[src/rtl/uart_rx_fifo_ctrl_if.sv]
// Host-side byte stream of the UART RX FIFO controller.
// Valid/ready handshake; master drives data and valid.
interface uart_rx_fifo_ctrl_if;
  logic [7:0] m_data;
  logic       m_valid;
  logic       m_ready;

  modport master (
    output m_data,
    output m_valid,
    input  m_ready
  );

  modport slave (
    input  m_data,
    input  m_valid,
    output m_ready
  );
endinterface

[src/rtl/uart_rx_fifo_ctrl.sv]
// UART RX path: pushes bytes into the FIFO, counts errors, drains to host.
// Define UART_RX_DROP_FERR_EN to keep frame-error bytes out of the FIFO.
module uart_rx_fifo_ctrl #(
  parameter int WATERMARK = 8,
  parameter int CNT_W     = 8
) (
  input  logic             clk,
  input  logic             reset,
  input  logic [7:0]       rx_data,
  input  logic             rx_valid,
  input  logic             rx_frame_err,
  output logic             fifo_wr_en,
  output logic [7:0]       fifo_d_in,
  output logic             fifo_rd_en,
  input  logic [7:0]       fifo_d_out,
  input  logic             fifo_empty,
  input  logic             fifo_full,
  uart_rx_fifo_ctrl_if.master host,
  input  logic             clear_status,
  output logic             overrun,
  output logic [CNT_W-1:0] overrun_cnt,
  output logic [CNT_W-1:0] ferr_cnt,
  output logic [4:0]       level,
  output logic             irq_wm
);

  typedef enum logic [1:0] {
    IDLE,
    RD,
    CAP,
    OUT
  } state_t;

  state_t     state;
  logic       rd_q;
  logic       m_valid_q;
  logic [7:0] m_data_q;
  logic       drop_ferr;
  logic       ovr_ev;
  logic       ferr_ev;

`ifdef UART_RX_DROP_FERR_EN
  assign drop_ferr = rx_frame_err;
`else
  assign drop_ferr = 1'b0;
`endif

  assign fifo_wr_en = rx_valid & ~fifo_full & ~drop_ferr;
  assign fifo_d_in  = rx_data;
  assign fifo_rd_en = rd_q;
  assign ovr_ev     = rx_valid & fifo_full;
  assign ferr_ev    = rx_valid & rx_frame_err;

  assign host.m_data  = m_data_q;
  assign host.m_valid = m_valid_q;

  // fifo_empty is high when data is available
  always_ff @(posedge clk) begin
    if (reset) begin
      state     <= IDLE;
      rd_q      <= 1'b0;
      m_valid_q <= 1'b0;
      m_data_q  <= 8'h00;
    end else begin
      rd_q <= 1'b0;
      unique case (state)
        IDLE: begin
          if (fifo_empty) begin
            state <= RD;
            rd_q  <= 1'b1;
          end
        end
        RD: state <= CAP;
        CAP: begin
          m_data_q  <= fifo_d_out;
          m_valid_q <= 1'b1;
          state     <= OUT;
        end
        OUT: begin
          if (host.m_ready) begin
            m_valid_q <= 1'b0;
            state     <= IDLE;
          end
        end
        default: state <= IDLE;
      endcase
    end
  end

  always_ff @(posedge clk) begin
    if (reset) begin
      level <= 5'd0;
    end else begin
      unique case ({fifo_wr_en, fifo_rd_en})
        2'b10:   level <= level + 5'd1;
        2'b01:   level <= level - 5'd1;
        default: level <= level;
      endcase
    end
  end

  assign irq_wm = (level >= 5'(WATERMARK));

  // a same-cycle event beats clear_status
  always_ff @(posedge clk) begin
    if (reset) begin
      overrun     <= 1'b0;
      overrun_cnt <= '0;
      ferr_cnt    <= '0;
    end else begin
      if (ovr_ev) begin
        overrun <= 1'b1;
      end else if (clear_status) begin
        overrun <= 1'b0;
      end

      if (clear_status) begin
        overrun_cnt <= {{(CNT_W-1){1'b0}}, ovr_ev};
      end else if (ovr_ev && !(&overrun_cnt)) begin
        overrun_cnt <= overrun_cnt + 1'b1;
      end

      if (clear_status) begin
        ferr_cnt <= {{(CNT_W-1){1'b0}}, ferr_ev};
      end else if (ferr_ev && !(&ferr_cnt)) begin
        ferr_cnt <= ferr_cnt + 1'b1;
      end
    end
  end

endmodule

[src/flat_wrapper.sv]
// flat-port wrapper written by rule: the top's interface ports become plain ports
module uart_rx_fifo_ctrl_flat 
#(
  parameter int WATERMARK = 8,
  parameter int CNT_W     = 8
)
  (clk, reset, rx_data, rx_valid, rx_frame_err, fifo_wr_en, fifo_d_in, fifo_rd_en, fifo_d_out, fifo_empty, fifo_full, clear_status, overrun, overrun_cnt, ferr_cnt, level, irq_wm, host_m_data, host_m_valid, host_m_ready);
  uart_rx_fifo_ctrl_if host_i ();
  input  logic clk;
  input  logic reset;
  input  logic [7:0] rx_data;
  input  logic rx_valid;
  input  logic rx_frame_err;
  output logic fifo_wr_en;
  output logic [7:0] fifo_d_in;
  output logic fifo_rd_en;
  input  logic [7:0] fifo_d_out;
  input  logic fifo_empty;
  input  logic fifo_full;
  input  logic clear_status;
  output logic overrun;
  output logic [CNT_W-1:0] overrun_cnt;
  output logic [CNT_W-1:0] ferr_cnt;
  output logic [4:0] level;
  output logic irq_wm;
  output wire logic [$bits(host_i.m_data)-1:0] host_m_data;
  output wire logic [$bits(host_i.m_valid)-1:0] host_m_valid;
  input wire logic [$bits(host_i.m_ready)-1:0] host_m_ready;
  assign host_m_data = host_i.m_data;
  assign host_m_valid = host_i.m_valid;
  assign host_i.m_ready = host_m_ready;
  uart_rx_fifo_ctrl #(.WATERMARK(WATERMARK), .CNT_W(CNT_W)) u_core (.clk(clk), .reset(reset), .rx_data(rx_data), .rx_valid(rx_valid), .rx_frame_err(rx_frame_err), .fifo_wr_en(fifo_wr_en), .fifo_d_in(fifo_d_in), .fifo_rd_en(fifo_rd_en), .fifo_d_out(fifo_d_out), .fifo_empty(fifo_empty), .fifo_full(fifo_full), .host(host_i), .clear_status(clear_status), .overrun(overrun), .overrun_cnt(overrun_cnt), .ferr_cnt(ferr_cnt), .level(level), .irq_wm(irq_wm));
endmodule
[config.mk]
export PLATFORM = sky130hd
export DESIGN_NAME = uart_rx_fifo_ctrl_flat
export DESIGN_NICKNAME = d
export VERILOG_FILES = /design/src/rtl/uart_rx_fifo_ctrl_if.sv /design/src/rtl/uart_rx_fifo_ctrl.sv /design/src/flat_wrapper.sv
export SDC_FILE = /design/constraint.sdc
export NUM_CORES = 1
export LEC_CHECK = 0
export CORE_ASPECT_RATIO = 2
export CORE_MARGIN = 2
export CORE_UTILIZATION = 41
export CTS_BUF_LIST = sky130_fd_sc_hd__clkbuf_2 sky130_fd_sc_hd__clkbuf_4 sky130_fd_sc_hd__clkbuf_8
export DETAILED_ROUTE_END_ITERATION = 12
export HOLD_SLACK_MARGIN = 0.15
export PLACE_DENSITY = 0.77
export SETUP_SLACK_MARGIN = 0.1
export SKIP_LAST_GASP = 1
export SYNTH_ARGS = -nofsm -noshare
export SYNTH_HDL_FRONTEND = slang
export SYNTH_SLANG_ARGS = --single-unit
export TNS_END_PERCENT = 5
[constraint.sdc]
create_clock -name clk -period 2.2 [get_ports clk]
set_clock_uncertainty 0.2 [all_clocks]
set_input_delay 0.44 -clock clk [delete_from_list [all_inputs] [get_ports clk]]
set_output_delay 0.44 -clock clk [all_outputs]
set_load 0.02 [all_outputs]
==> results of run 1 <==
per-stage QoR:
step / instances / util (%) / area (sq um)
floorplan: 194 / - / 1769
global placement: 292 / 56.69 / 2317
detailed placement: 292 / 56.69 / 2317
CTS: 300 / 58.92 / 2409
global route: 301 / 59.23 / 2421
finish: 301 / 59.23 / 2421
layout make-up:
| class | instances | area share, % |
|---|---|---|
| multi-input combinational | 140 | 39.95 |
| sequential | 34 | 28.11 |
| inverter | 7 | 1.085 |
| clock inverter | 2 | 0.5168 |
| tap | 52 | 2.687 |
| clock buffer | 6 | 3.411 |
| timing repair buffer | 60 | 24.24 |
sequential cells by signal, summed over array words and instances (netlist names):
signal / count
u_core.fifo_rd_en: 1
u_core.overrun: 1
u_core.host.m_valid: 1
u_core.host.m_data: 8
u_core.state: 2
u_core.ferr_cnt: 8
u_core.level: 5
u_core.overrun_cnt: 8
Yosys cell counts, types with 2 or more instances:
cell	n
nor2b_1	3
a21oi_1	7
xor2_1	6
nand2_1	13
dfxtp_1	34
mux2i_1	13
and3_1	2
nor3_1	5
mux2_1	2
clkbuf_1	2
nand2b_1	2
or3_1	2
nand3_1	3
a211oi_1	4
nor2_1	27
o21ai_0	7
nand4_1	4
or2_2	2
buf_4	9
o211ai_1	3
and4_1	3
ha_1	9
a31oi_1	6
inv_1	7
o21bai_1	2
path summary, 6_finish.rpt:
check	start	end	slack, ps	cells past startpoint
hold / removal	u_core.overrun	u_core.overrun	280	2
setup / recovery	u_core.level[2]	level[2]	150	1
hold reg to reg	u_core.overrun	u_core.overrun	280	2
setup reg to reg	u_core.fifo_rd_en	u_core.level[4]	270	7
timing repair:
| action | in CTS | in global routing |
|---|---|---|
| pin swaps | 1 | 1 |
| buffers inserted | 0 | 1 |
| resized for setup | 3 | 3 |
| endpoints found under the setup margin | 5 | 3 |
per-layer routing:
layer / vias up / share of wire, %
met5: - / 0
met4: 0 / 1.2
met3: 5 / 4.4
met2: 44 / 58
met1: 753 / 36
li1: 791 / -
power by group:
group          internal (mW)  total (mW)  switching (mW)
combinational          0.290       0.572           0.282
clock                  0.252       0.483           0.232
sequential             0.687       0.751          0.0638
cell families after synthesis:
kind of cell	count (synthesis)	synth area share, %
AND/OR/NAND/NOR	73	21.11
adder cells (fa/ha/maj)	9	6.461
AO/OA/AOI/OAI	36	14.36
XOR/XNOR	7	3.518
flip-flops	34	39.05
multiplexers	15	8.758
buffers and inverters	20	6.748
worst min-delay path: stages, from the launching register on:
cell and delay, ps:
dfxtp_1 310, nand2b_1 60, a21oi_1 60
==> results.tsv, run 1 <==
metric	value	unit
status	finished, final reports clean	
clkTransAtPathRegs	70	ps
num_rows	33	
port_buffers	49	
cts_hold_buf	0	
end_kind	primary output	
gp_congestion	0.8435	
synth_top_area_cell	dfxtp_1	
critical_path_required	1560	ps
routed_via_density	5.292	
start_kind	flip-flop	
final_common_cell	clkdlybuf4s50_1	
fmax	0.4866	GHz
min_path_type	reg2reg	
layout_setup_ws	145.1	ps
drv_slew	0	
grt_util_met3	3.571	%
drc	0	
drt-pass1-iter-count	4	
ys_types	42	
fin_crit	2055	ps
clkSinkCount	34	
yosysWarningCount	0	
coreArea	4088	sq um
cts-root-buf	clkbuf_8	
layout_common_cells	clkdlybuf4s50_1, dfxtp_1, nor2_1	
grt_first_pass_wirelength	6803	um
async_reset_ff_share	0	%
final.setup.tns	0	ps
synth_nets	227	
critPathMaxFanout	8	
vias	1593	
multi_input_comb_area	967.2	sq um
maxSlewHeadroom	63.97	%
drtAntennaViolNets	0	
crit_arrival	1410	ps
whs	280.1	ps
wl	3968	um
antennaDiodeCount	0	
drt_iter0_drc	26	
p_per_area	746.2	nW/um^2
yosysSeqAreaShare	39.05	%
cts_made_buffers	5	
worstMarginPinSlew	540.5	ps
crit_chain	clkdlybuf4s50_1	
power	1.807	mW
cts_tree	built	
criticalPathCategory	reg2out	
synth.area.top_cells	dfxtp_1, mux2i_1, ha_1, nor2_1, buf_4	
syn_area	1743	sq um
timing.final.hold_violations	0	
routedWlPerCell	13.18	um
area_delta_synth_final	38.91	%
fillers	361	
grtUsageMet1	17.77	%
irDropWorstVdd	0.4637	mV
grt_pass1_vias	1558	
syn-instance-count	194	
synth.top_cell.area_share	39.05	%
grt.busiest_layer	met2	
grt_usage	18.12	%
clk-insertion-delay-late	280	ps
dp_hpwl	3025	um
pre_cts_ws	-470.7	ps
die_y	96.21	um
cts.path.max_buffers	2	
dieWidth	50.11	um
layout-drive-gt1-share	10.44	%
ios	66	
finalSetupViolations	0	
grt_max_degree	26	
use_met2	35.64	%
nets	281	
slowest_stage	clkdlybuf4s50_1	
gr-total-overflow	0	
synthFlopType	dfxtp_1	
crit_family	buffers and inverters	
cpPeakStageDelay	660	ps
synth-edff-count	0	
die_area	4820	sq um
cellLeakagePower	0.9266	nW
layout.area.seq	680.7	sq um
max_cap_viol_count	0	
rsz0062_at_grt	true	
start_util	42.64	%
avgSynthCellArea	8.984	sq um
htreeDepth	2	
synth-seq-cells	34	
cp_num_buf_inv	1	
antenna_found_initial	0	
timing.final.crit_share	93.40	%
No activity file was read; power rests on OpenSTA's default activity.
==> run 2: changes to the inputs <==
--- a/config.mk
+++ b/config.mk
@@ -10,7 +10,6 @@
 export CORE_UTILIZATION = 41
 export CTS_BUF_LIST = sky130_fd_sc_hd__clkbuf_2 sky130_fd_sc_hd__clkbuf_4 sky130_fd_sc_hd__clkbuf_8
 export DETAILED_ROUTE_END_ITERATION = 12
-export HOLD_SLACK_MARGIN = 0.15
 export PLACE_DENSITY = 0.77
 export SETUP_SLACK_MARGIN = 0.1
 export SKIP_LAST_GASP = 1
==> results of run 2 <==
Same layout as run 1: the final DEF is identical, and so are final timing and power.
